===== config.mk =====
export PLATFORM = sky130hd
export DESIGN_NAME = fixed_point_alu_arbiter_flat
export DESIGN_NICKNAME = d
export VERILOG_FILES = /design/src/rtl/fixed_point_pkg.sv /design/src/rtl/fixed_point_alu_arbiter_if.sv /design/src/rtl/fixed_point_alu_arbiter.sv /design/src/flat_wrapper.sv
export SDC_FILE = /design/constraint.sdc
export NUM_CORES = 1
export LEC_CHECK = 0
export ABC_AREA = 1
export CAP_MARGIN = 40
export CORE_UTILIZATION = 38
export CTS_BUF_LIST = sky130_fd_sc_hd__clkbuf_16
export DETAILED_ROUTE_END_ITERATION = 12
export HOLD_SLACK_MARGIN = 0.1
export PLACE_DENSITY = 0.87
export SYNTH_ARGS = -nofsm -noshare
export SYNTH_HDL_FRONTEND = slang
export SYNTH_SLANG_ARGS = --single-unit

===== constraint.sdc =====
create_clock -name clk -period 4.2 [get_ports clk]
set_input_delay 1.05 -clock clk [delete_from_list [all_inputs] [get_ports clk]]
set_output_delay 1.05 -clock clk [all_outputs]
set_load 0.02 [all_outputs]

===== src/rtl/fixed_point_pkg.sv =====
// Fixed-point number format shared by the interpolation/shading datapaths.
// fixed_point_t is a signed Q8.8 value; FP_MAX/FP_MIN are its saturation limits.
package fixed_point;

    localparam int unsigned W      = 16;
    localparam int unsigned FRAC_W = 8;

    typedef logic signed [W-1:0] fixed_point_t;

    localparam fixed_point_t FP_MAX = {1'b0, {(W-1){1'b1}}};
    localparam fixed_point_t FP_MIN = {1'b1, {(W-1){1'b0}}};

endpackage


===== src/rtl/fixed_point_alu_arbiter_if.sv =====
// Request/response bundle between NUM_REQ requesters and the shared ALU.
//   master : requester/consumer side (drives operands, valid, resp_ready)
//   slave  : ALU arbiter side (drives req_ready and the resp_* result)
interface fixed_point_alu_arbiter_if #(
    parameter int unsigned NUM_REQ = 4,
    parameter int unsigned ID_W    = (NUM_REQ > 1) ? $clog2(NUM_REQ) : 1
);

    logic [NUM_REQ-1:0]                       req_valid;
    logic [NUM_REQ-1:0]                       req_ready;
    fixed_point::fixed_point_t [NUM_REQ-1:0]  req_op1;
    fixed_point::fixed_point_t [NUM_REQ-1:0]  req_op2;
    logic [NUM_REQ-1:0]                       req_sub;

    logic                                     resp_valid;
    logic                                     resp_ready;
    logic [ID_W-1:0]                          resp_id;
    fixed_point::fixed_point_t                resp_result;
    logic                                     resp_overflow;

    modport master (
        output req_valid, req_op1, req_op2, req_sub, resp_ready,
        input  req_ready, resp_valid, resp_id, resp_result, resp_overflow
    );

    modport slave (
        input  req_valid, req_op1, req_op2, req_sub, resp_ready,
        output req_ready, resp_valid, resp_id, resp_result, resp_overflow
    );

endinterface


===== src/rtl/fixed_point_alu_arbiter.sv =====
// Round-robin shared fixed-point add/subtract unit.
// Ports:
//   clk, rst_n : clock, asynchronous active-low reset
//   bus        : slave side of fixed_point_alu_arbiter_if
//                req_valid/req_ready/req_op1/req_op2/req_sub per requester,
//                resp_valid/resp_ready/resp_id/resp_result/resp_overflow result slot.
// req_ready is combinational (grant of the current cycle); all resp_* are registered.
module fixed_point_alu_arbiter
    import fixed_point::*;
#(
    parameter int unsigned NUM_REQ  = 4,
    parameter int unsigned SATURATE = 0,
    parameter int unsigned ID_W     = (NUM_REQ > 1) ? $clog2(NUM_REQ) : 1
) (
    input  logic                       clk,
    input  logic                       rst_n,
    fixed_point_alu_arbiter_if.slave   bus
);

    localparam int unsigned     FP_W     = $bits(fixed_point_t);
    localparam logic [ID_W:0]   NUM_REQ_X = (ID_W+1)'(NUM_REQ);
    localparam logic [ID_W-1:0] LAST_IDX  = ID_W'(NUM_REQ - 1);

    logic                 resp_valid_q;
    logic [ID_W-1:0]      resp_id_q;
    fixed_point_t         resp_result_q;
    logic                 resp_overflow_q;
    logic [ID_W-1:0]      ptr_q;

    logic                 slot_free_c;
    logic                 grant_vld_c;
    logic [ID_W-1:0]      grant_idx_c;
    logic [ID_W:0]        cand_c;
    logic                 accept_c;
    logic [NUM_REQ-1:0]   req_ready_c;
    fixed_point_t         op1_c;
    fixed_point_t         op2_c;
    logic                 sub_c;
    fixed_point_t         raw_c;
    logic                 ovf_c;
    fixed_point_t         result_c;
    logic [ID_W-1:0]      ptr_next_c;

    // Slot can take a new result if empty or being drained this cycle.
    assign slot_free_c = !resp_valid_q || bus.resp_ready;

    // Round-robin search: first valid requester at or after ptr, wrapping.
    always_comb begin
        grant_vld_c = 1'b0;
        grant_idx_c = '0;
        cand_c      = '0;
        for (int unsigned k = 0; k < NUM_REQ; k++) begin
            cand_c = {1'b0, ptr_q} + (ID_W+1)'(k);
            if (cand_c >= NUM_REQ_X) begin
                cand_c = cand_c - NUM_REQ_X;
            end
            if (!grant_vld_c && bus.req_valid[cand_c[ID_W-1:0]]) begin
                grant_vld_c = 1'b1;
                grant_idx_c = cand_c[ID_W-1:0];
            end
        end
    end

    assign accept_c = slot_free_c && grant_vld_c;

    // One-hot ready for the winner only when the slot can accept.
    always_comb begin
        req_ready_c = '0;
        if (accept_c) begin
            req_ready_c[grant_idx_c] = 1'b1;
        end
    end

    // Shared add/sub datapath on the granted operands.
    always_comb begin
        op1_c    = bus.req_op1[grant_idx_c];
        op2_c    = bus.req_op2[grant_idx_c];
        sub_c    = bus.req_sub[grant_idx_c];
        raw_c    = sub_c ? (op1_c - op2_c) : (op1_c + op2_c);
        // Overflow from sign bits: add needs equal signs flipping, sub needs
        // differing signs with the result taking op2's sign.
        if (sub_c) begin
            ovf_c = (op1_c[FP_W-1] != op2_c[FP_W-1]) && (raw_c[FP_W-1] == op2_c[FP_W-1]);
        end else begin
            ovf_c = (op1_c[FP_W-1] == op2_c[FP_W-1]) && (raw_c[FP_W-1] != op1_c[FP_W-1]);
        end
        result_c = raw_c;
        if ((SATURATE != 0) && ovf_c) begin
            result_c = op1_c[FP_W-1] ? FP_MIN : FP_MAX;
        end
    end

    // Pointer moves just past the winner.
    assign ptr_next_c = (grant_idx_c == LAST_IDX) ? '0 : (grant_idx_c + ID_W'(1));

    // Result slot and round-robin pointer.
    always_ff @(posedge clk or negedge rst_n) begin
        if (!rst_n) begin
            resp_valid_q    <= 1'b0;
            resp_id_q       <= '0;
            resp_result_q   <= '0;
            resp_overflow_q <= 1'b0;
            ptr_q           <= '0;
        end else if (accept_c) begin
            resp_valid_q    <= 1'b1;
            resp_id_q       <= grant_idx_c;
            resp_result_q   <= result_c;
            resp_overflow_q <= ovf_c;
            ptr_q           <= ptr_next_c;
        end else if (bus.resp_ready) begin
            resp_valid_q    <= 1'b0;
        end
    end

    assign bus.req_ready     = req_ready_c;
    assign bus.resp_valid    = resp_valid_q;
    assign bus.resp_id       = resp_id_q;
    assign bus.resp_result   = resp_result_q;
    assign bus.resp_overflow = resp_overflow_q;

endmodule


===== src/flat_wrapper.sv =====
// flat-port wrapper written by rule: the top's interface ports become plain ports
module fixed_point_alu_arbiter_flat import fixed_point::*;
#(
    parameter int unsigned NUM_REQ  = 4,
    parameter int unsigned SATURATE = 0,
    parameter int unsigned ID_W     = (NUM_REQ > 1) ? $clog2(NUM_REQ) : 1
)
  (clk, rst_n, bus_req_valid, bus_req_op1, bus_req_op2, bus_req_sub, bus_resp_ready, bus_req_ready, bus_resp_valid, bus_resp_id, bus_resp_result, bus_resp_overflow);
  fixed_point_alu_arbiter_if #(.NUM_REQ(NUM_REQ), .ID_W(ID_W)) bus_i ();
  input  logic clk;
  input  logic rst_n;
  input wire logic [$bits(bus_i.req_valid)-1:0] bus_req_valid;
  input wire logic [$bits(bus_i.req_op1)-1:0] bus_req_op1;
  input wire logic [$bits(bus_i.req_op2)-1:0] bus_req_op2;
  input wire logic [$bits(bus_i.req_sub)-1:0] bus_req_sub;
  input wire logic [$bits(bus_i.resp_ready)-1:0] bus_resp_ready;
  output wire logic [$bits(bus_i.req_ready)-1:0] bus_req_ready;
  output wire logic [$bits(bus_i.resp_valid)-1:0] bus_resp_valid;
  output wire logic [$bits(bus_i.resp_id)-1:0] bus_resp_id;
  output wire logic [$bits(bus_i.resp_result)-1:0] bus_resp_result;
  output wire logic [$bits(bus_i.resp_overflow)-1:0] bus_resp_overflow;
  assign bus_i.req_valid = bus_req_valid;
  assign bus_i.req_op1 = bus_req_op1;
  assign bus_i.req_op2 = bus_req_op2;
  assign bus_i.req_sub = bus_req_sub;
  assign bus_i.resp_ready = bus_resp_ready;
  assign bus_req_ready = bus_i.req_ready;
  assign bus_resp_valid = bus_i.resp_valid;
  assign bus_resp_id = bus_i.resp_id;
  assign bus_resp_result = bus_i.resp_result;
  assign bus_resp_overflow = bus_i.resp_overflow;
  fixed_point_alu_arbiter #(.NUM_REQ(NUM_REQ), .SATURATE(SATURATE), .ID_W(ID_W)) u_core (.clk(clk), .rst_n(rst_n), .bus(bus_i));
endmodule

==> key figures, run 1 <==
Cells and area
  – Nets: between 900 and 1000
  – Register area: 551 um^2
  – Fin util: about three quarters
  – Fill cells: between 500 and 600
  – Synth-to-layout area growth: 94.9%
  – Leading cell type in the layout, fill and taps excluded: nand2_1
  – Layout cells sized above 1: a little under a third
  – Number of antenna diodes: 0
  – Commonest non-fill, non-tap cells in the layout: nand2_1, clkdlybuf4s50_1, buf_4
  – Multi-input gate area in the final layout: around 0.003 mm^2

Critical path
  – CP Launch Type: primary input
  – R2R Path End: u_core.bus.resp_result[15]
  – CP most frequent cell: nand2_2
  – CP peak stage delay: 0.34 ns
  – Worst EP required: 4.34 ns
  – CP bufs+invs: 7
  – Reg2Reg Depth: 31
  – Reg-to-reg startpoint: u_core.ptr_q[0]
  – CP max FO: 7
  – R2R setup slack: -0.43 ns
  – Critical path class: in2reg
  – Crit. Startpoint: bus_req_valid[3]
  – Delay-heaviest family, CP: simple AND/OR/NAND/NOR gates
  – Crit end category: flop
  – CP max stage cell: ha_1
  – Worst EP arrival: 4.86 ns

CTS
  – Clock Sinks: 22
  – TritonCTS clock tree: yes
  – Worst-Skew Late Latency: 0.26 ns
  – Max Root-Sink Buffers: 2
  – CTS root buffer: clkbuf_16
  – Cts bufs inserted: 3
  – Clock transition at path regs: approximately 0.060 ns
  – Clock H-tree levels: 1

Global routing
  – Gr usage total: 26.3%
  – Vias in the first global route: 4339
  – Top Usage Layer GRT: met2
  – Total gr overflow: 0
  – Initial antenna violation count: 0
  – Largest net degree at the start of global routing: 24
  – First-pass GRT wire length: 19200 um
  – Met2 Use GR: 50.1%
  – Met3 GRT Util: 3.68%
  – Met1 Track Usage GR: 30.4%

Synth
  – Sequential-to-total area share from yosys stat: 16.2%
  – Synth Register Bits: 22
  – Yosys warning count: 0
  – Cell count after synthesis: 553
  – Unique masters post-synth: 41
  – Syn nets: 713
  – Cell Area, Synth: approximately 0.0034 mm^2
  – Syn_area_per_cell: 6.14 um^2

Place
  – PortBufs: approximately 160
  – Dpl hpwl: 9800 um
  – Gpl congestion: about 0.96

Floorplanning
  – Core Region: 0.00868 mm^2
  – Die Ht: just under 100 um
  – Top Ports: 163
  – Rows: 34
  – Die width: roughly 97 um
  – Total die area: 0.00932 mm^2
  – Initial core utilization: 39.1%

Timing
  – Tmin final: 4.72 ns
  – Hold Fails Final Rpt: 0
  – Final period util: 112%
  – Slew @ Worst Pin: 0.466 ns
  – Slew margin rel.: 68.9%
  – Fmax: between 200 and 250 MHz
  – Final Skew: about 0.0058 ns
  – PnR worst setup slack: -0.522 ns
  – Final setup violation count: 9
  – Slew Viols, Final: 0
  – Unrepaired setup endpoints after global routing: true

Worst hold path
  – Worst hold endpoint: u_core.bus.resp_id[1]
  – Hold crit path type: reg2reg
  – WHS Path Cells: 2
  – Hold_sp: u_core.bus.resp_id[1]

Drt
  – Initial drt markers: 246
  – Via count: roughly 5000
  – Final wirelength: 14700 um
  – Drt drc: 0
  – Vias per inst: 5.49
  – Detailed Routing Iterations Pass 1: 5
  – Antenna Nets Post-Route: 0
  – Avg WL per Cell: 16.1 um

Outcome
  – Status: finished with violations
  – Failing checks: setup timing

Run
  – Max-Cap Viols: 0
-- layer usage --
metal  part of all wire (%)  vias to the layer above
met5                      0                        -
met4                    2.3                        0
met3                    7.9                       38
met2                     51                      266
met1                     39                     2336
li1                       -                     2373
-- synth_stat cells (all sizes together) --
library cell / instances / area (um^2)
a32oi: 14 / 123
o21a: 1 / 7.51
xnor2: 14 / 123
a31oi: 2 / 12.5
xor2: 13 / 114
dfrtp: 22 / 551
ha: 20 / 250
nor3: 3 / 15.0
o211ai: 2 / 20.0
nand3b: 1 / 7.51
nand2: 216 / 868
a21o: 1 / 7.51
o21ai: 31 / 159
nand4: 32 / 200
inv: 35 / 139
buf: 21 / 130
clkinv: 2 / 8.75
clkbuf: 10 / 37.5
a221oi: 1 / 8.76
fa: 1 / 20.0
nand3: 52 / 300
nor2: 28 / 133
a32o: 1 / 10.0
and2: 1 / 6.26
a21oi: 28 / 140
or2: 1 / 6.26
-- flip-flops by register name, summed over array words and instances, names as in the netlist --
signal and flops:
u_core.bus.resp_result 16, u_core.bus.resp_id 2, u_core.ptr_q 2, u_core.bus.resp_overflow 1, u_core.bus.resp_valid 1
-- repair_timing --
item / CTS / global route
setup buffers: 13 / 22
cloned: 3 / 0
resized for setup: 59 / 86
setup endpoints to repair: 16 / 15
hold buffers: 0 / 0
pin swaps: 53 / 87
-- how the worst max path moves through the flow --
stage	slack (ns)	cells past startpoint	end
after CTS	-0.25	34	u_core.bus.resp_overflow
after global placement	-0.73	33	u_core.bus.resp_overflow
after floorplan	-0.12	33	u_core.bus.resp_overflow
final	-0.52	33	u_core.bus.resp_result[15]
after detailed placement	-0.92	30	u_core.bus.resp_result[14]
after global routing	-0.74	35	u_core.bus.resp_result[15]
-- kinds of logic (layout without fill, tap and decap cells) --
group	after synthesis	in the layout	synth area share, %
xor+xnor	27	27	6.96
flops	22	22	16.2
fa+ha+maj	21	21	7.96
buf+inv	68	319	9.28
simple gates	334	335	45.2
compound gates	81	81	14.4
-- stage by stage --
step | worst slack [ns] | area, um^2 | setup TNS [ns] | instances | hold WS, ns
6_report | -0.522 | 6620 | -2.79 | 913 | 0.488
5_1_grt | -0.745 | 6620 | -4.48 | 913 | 0.512
4_1_cts | -0.252 | 6130 | -0.981 | 893 | 0.486
3_5_place_dp | -0.921 | 5760 | -9.95 | 873 | 0.467
3_3_place_gp | -0.726 | 5740 | -7.54 | 872 | 0.466
2_1_floorplan | -0.115 | 3510 | -0.115 | 553 | 0.591
-- worst min-delay path: stages, from the launching register on --
cell and delay [ns]:
dfrtp_1 0.34, nand2_1 0.05, o21ai_0 0.06
-- final cells by class --
cell class	count	share of cell area, %
Clock buffer	3	1.13
Clock inverter	1	0.0567
Inverter	37	2.66
Multi-Input combinational cell	464	45.1
Sequential cell	22	8.31
Tap cell	108	2.04
Timing Repair Buffer	278	40.7
Power of run 1 is not shown: default switching activity piles up to over one toggle a cycle in this logic, so the estimate is an artifact.
==> run 2: changes to the inputs <==
REMOVE_ABC_BUFFERS = 1   (was default)
==> run 2 against run 1 <==
Net effect:
- the run still ends with setup timing left
- non-clock buffer count rose by 1
- final cell count did not move
- fmax fell by 1.8%
- first-iteration DRC count rose by 89%
- hold slack improved by 0.0096 ns
- cell area rose by 0.53%
- setup slack got worse by 0.087 ns
- clock-buffer cell count did not move
- sequential cell count did not move
- global-route usage rose by 2.7 points
- critical path type unchanged
- largest cell class unchanged
==> key figures, run 2 (synthesis gave the netlist of run 1 again) <==
Global routing
  – Met1 Track Usage GR: 32.6%
  – Gr usage total: 29.0%
  – First-pass GRT wire length: around 21000 um
  – Total gr overflow: 0
  – Largest net degree at the start of global routing: 29
  – Vias in the first global route: 4872
  – Met2 Use GR: between 50% and 60%
  – Initial antenna violation count: 0
  – Top Usage Layer GRT: met2
  – Met3 GRT Util: between 4 and 5%

Critical path
  – Worst EP required: 4.36 ns
  – CP max stage cell: a221oi_4
  – Worst EP arrival: 4.97 ns
  – CP Launch Type: primary input
  – Critical path class: in2reg
  – CP peak stage delay: 0.29 ns
  – CP max FO: 16
  – Crit end category: flop
  – CP most frequent cell: nand2_1

Floorplanning
  – Die Ht: 96.6 um
  – Total die area: 0.00932 mm^2
  – Initial core utilization: 39.1%
  – Top Ports: ~160
  – Die width: 96.6 um
  – Core Region: roughly 0.0087 mm^2
  – Rows: 34

CTS
  – Clock H-tree levels: 1
  – Clock transition at path regs: 0.06 ns
  – Cts bufs inserted: 3
  – CTS root buffer: clkbuf_16
  – TritonCTS clock tree: yes
  – # hold bufs at CTS: 0
  – Worst-Skew Late Latency: 0.27 ns
  – Max Root-Sink Buffers: 2
  – Clock Sinks: 22

Drt
  – Final wirelength: 17200 um
  – Via count: 5356
  – Avg WL per Cell: 18.8 um
  – Detailed Routing Iterations Pass 1: 5
  – Drt drc: 0
  – Vias per inst: a little under 6
  – Antenna Nets Post-Route: 0
  – Initial drt markers: 465

Worst hold path
  – Hold crit path type: reg2reg

Cells and area
  – Max reg flops: 16
  – Number of antenna diodes: 0
  – Fill cells: 517
  – Nets: 967
  – Register area: 551 um^2
  – Multi-input gate area in the final layout: 0.00309 mm^2
  – Leading cell type in the layout, fill and taps excluded: nand2_1
  – Commonest non-fill, non-tap cells in the layout: nand2_1, clkdlybuf4s50_1, buf_4
  – Layout cells sized above 1: 32.0%
  – Synth-to-layout area growth: 95.9%

Timing
  – Hold Fails Final Rpt: 0
  – Unrepaired setup endpoints after global routing: true
  – Slew Viols, Final: 0
  – Final Skew: 0.00709 ns
  – Fmax: 208 MHz
  – Tmin final: ~4.8 ns
  – Final setup violation count: 9
  – Slew margin rel.: 60.3%
  – Hold slack: between 0.4 and 0.5 ns
  – PnR worst setup slack: -0.610 ns
  – Final period util: 115%
  – Slew @ Worst Pin: 0.594 ns

Place
  – Gpl congestion: 0.877
  – Pre-CTS setup slack: -1.01 ns
  – Dpl hpwl: about 9800 um
  – PortBufs: 162

Run
  – Max-Cap Viols: 0

Outcome
  – Status: finished with violations
  – Failing checks: setup timing
==> run 2: cell types whose count changed in the layout (fill, tap and decap cells not counted), sizes merged <==
| cell | previous run | this run |
|---|---|---|
| bufbuf | 1 | 0 |
| clkbuf | 3 | 4 |
| dlygate4sd2 | 3 | 1 |
| inv | 36 | 35 |
| dlymetal6s2s | 1 | 2 |
| buf | 119 | 121 |
==> run 2: path summary, 6_finish.rpt <==
path	from	cells after the start	end	slack (ns)
max	bus_req_valid[0]	33	u_core.bus.resp_overflow	-0.61
min	u_core.bus.resp_result[13]	2	u_core.bus.resp_result[13]	0.50
max reg2reg	u_core.ptr_q[1]	33	u_core.bus.resp_overflow	-0.44
min reg2reg	u_core.bus.resp_result[13]	2	u_core.bus.resp_result[13]	0.50
max in group asynchronous	rst_n	2	u_core.bus.resp_result[14]	2.53
min in group asynchronous	rst_n	1	u_core.bus.resp_overflow	1.16
==> run 2: critical path: cells and delay by family <==
kind | cells | cell delay [ns]
XOR/XNOR | 1 | 0.19
buffers and inverters | 6 | 0.68
AO/OA/AOI/OAI | 2 | 0.46
AND/OR/NAND/NOR | 23 | 2.34
adder cells (fa/ha/maj) | 1 | 0.23
==> run 2: area by class of cell <==
cell class              instances  area share [%]
flip-flops and latches         22            8.27
clock buffers                   3            1.13
multi-input cells             464            46.4
repair buffers                279            39.7
inverters                      37            2.46
well taps                     108            2.03
==> run 2: through the flow <==
| stage | instance area, um^2 | util, % | TNS (ns) | std cells |
|---|---|---|---|---|
| 2_1_floorplan | 3230 | - | -9.37 | 522 |
| 3_3_place_gp | 5600 | 64.5 | -7.71 | 869 |
| 3_5_place_dp | 5620 | 64.7 | -10.31 | 870 |
| 4_1_cts | 6140 | 70.7 | -0.393 | 895 |
| 5_1_grt | 6660 | 76.7 | -4.46 | 913 |
| 6_report | 6660 | 76.7 | -2.85 | 913 |
==> run 2: layer usage <==
metal	routed length, um	part of all wire [%]	up-vias
met5	0	0	-
met4	1220	7.1	0
met3	1660	9.7	128
met2	8340	49	406
met1	5940	35	2456
li1	-	-	2366
==> run 2: repair_timing <==
action,in CTS,in global routing
resized for setup,98,90
pin swaps,64,68
gates cloned,1,0
setup endpoints to repair,16,13
buffers inserted,21,19
Power of run 2 is left out for the same reason.
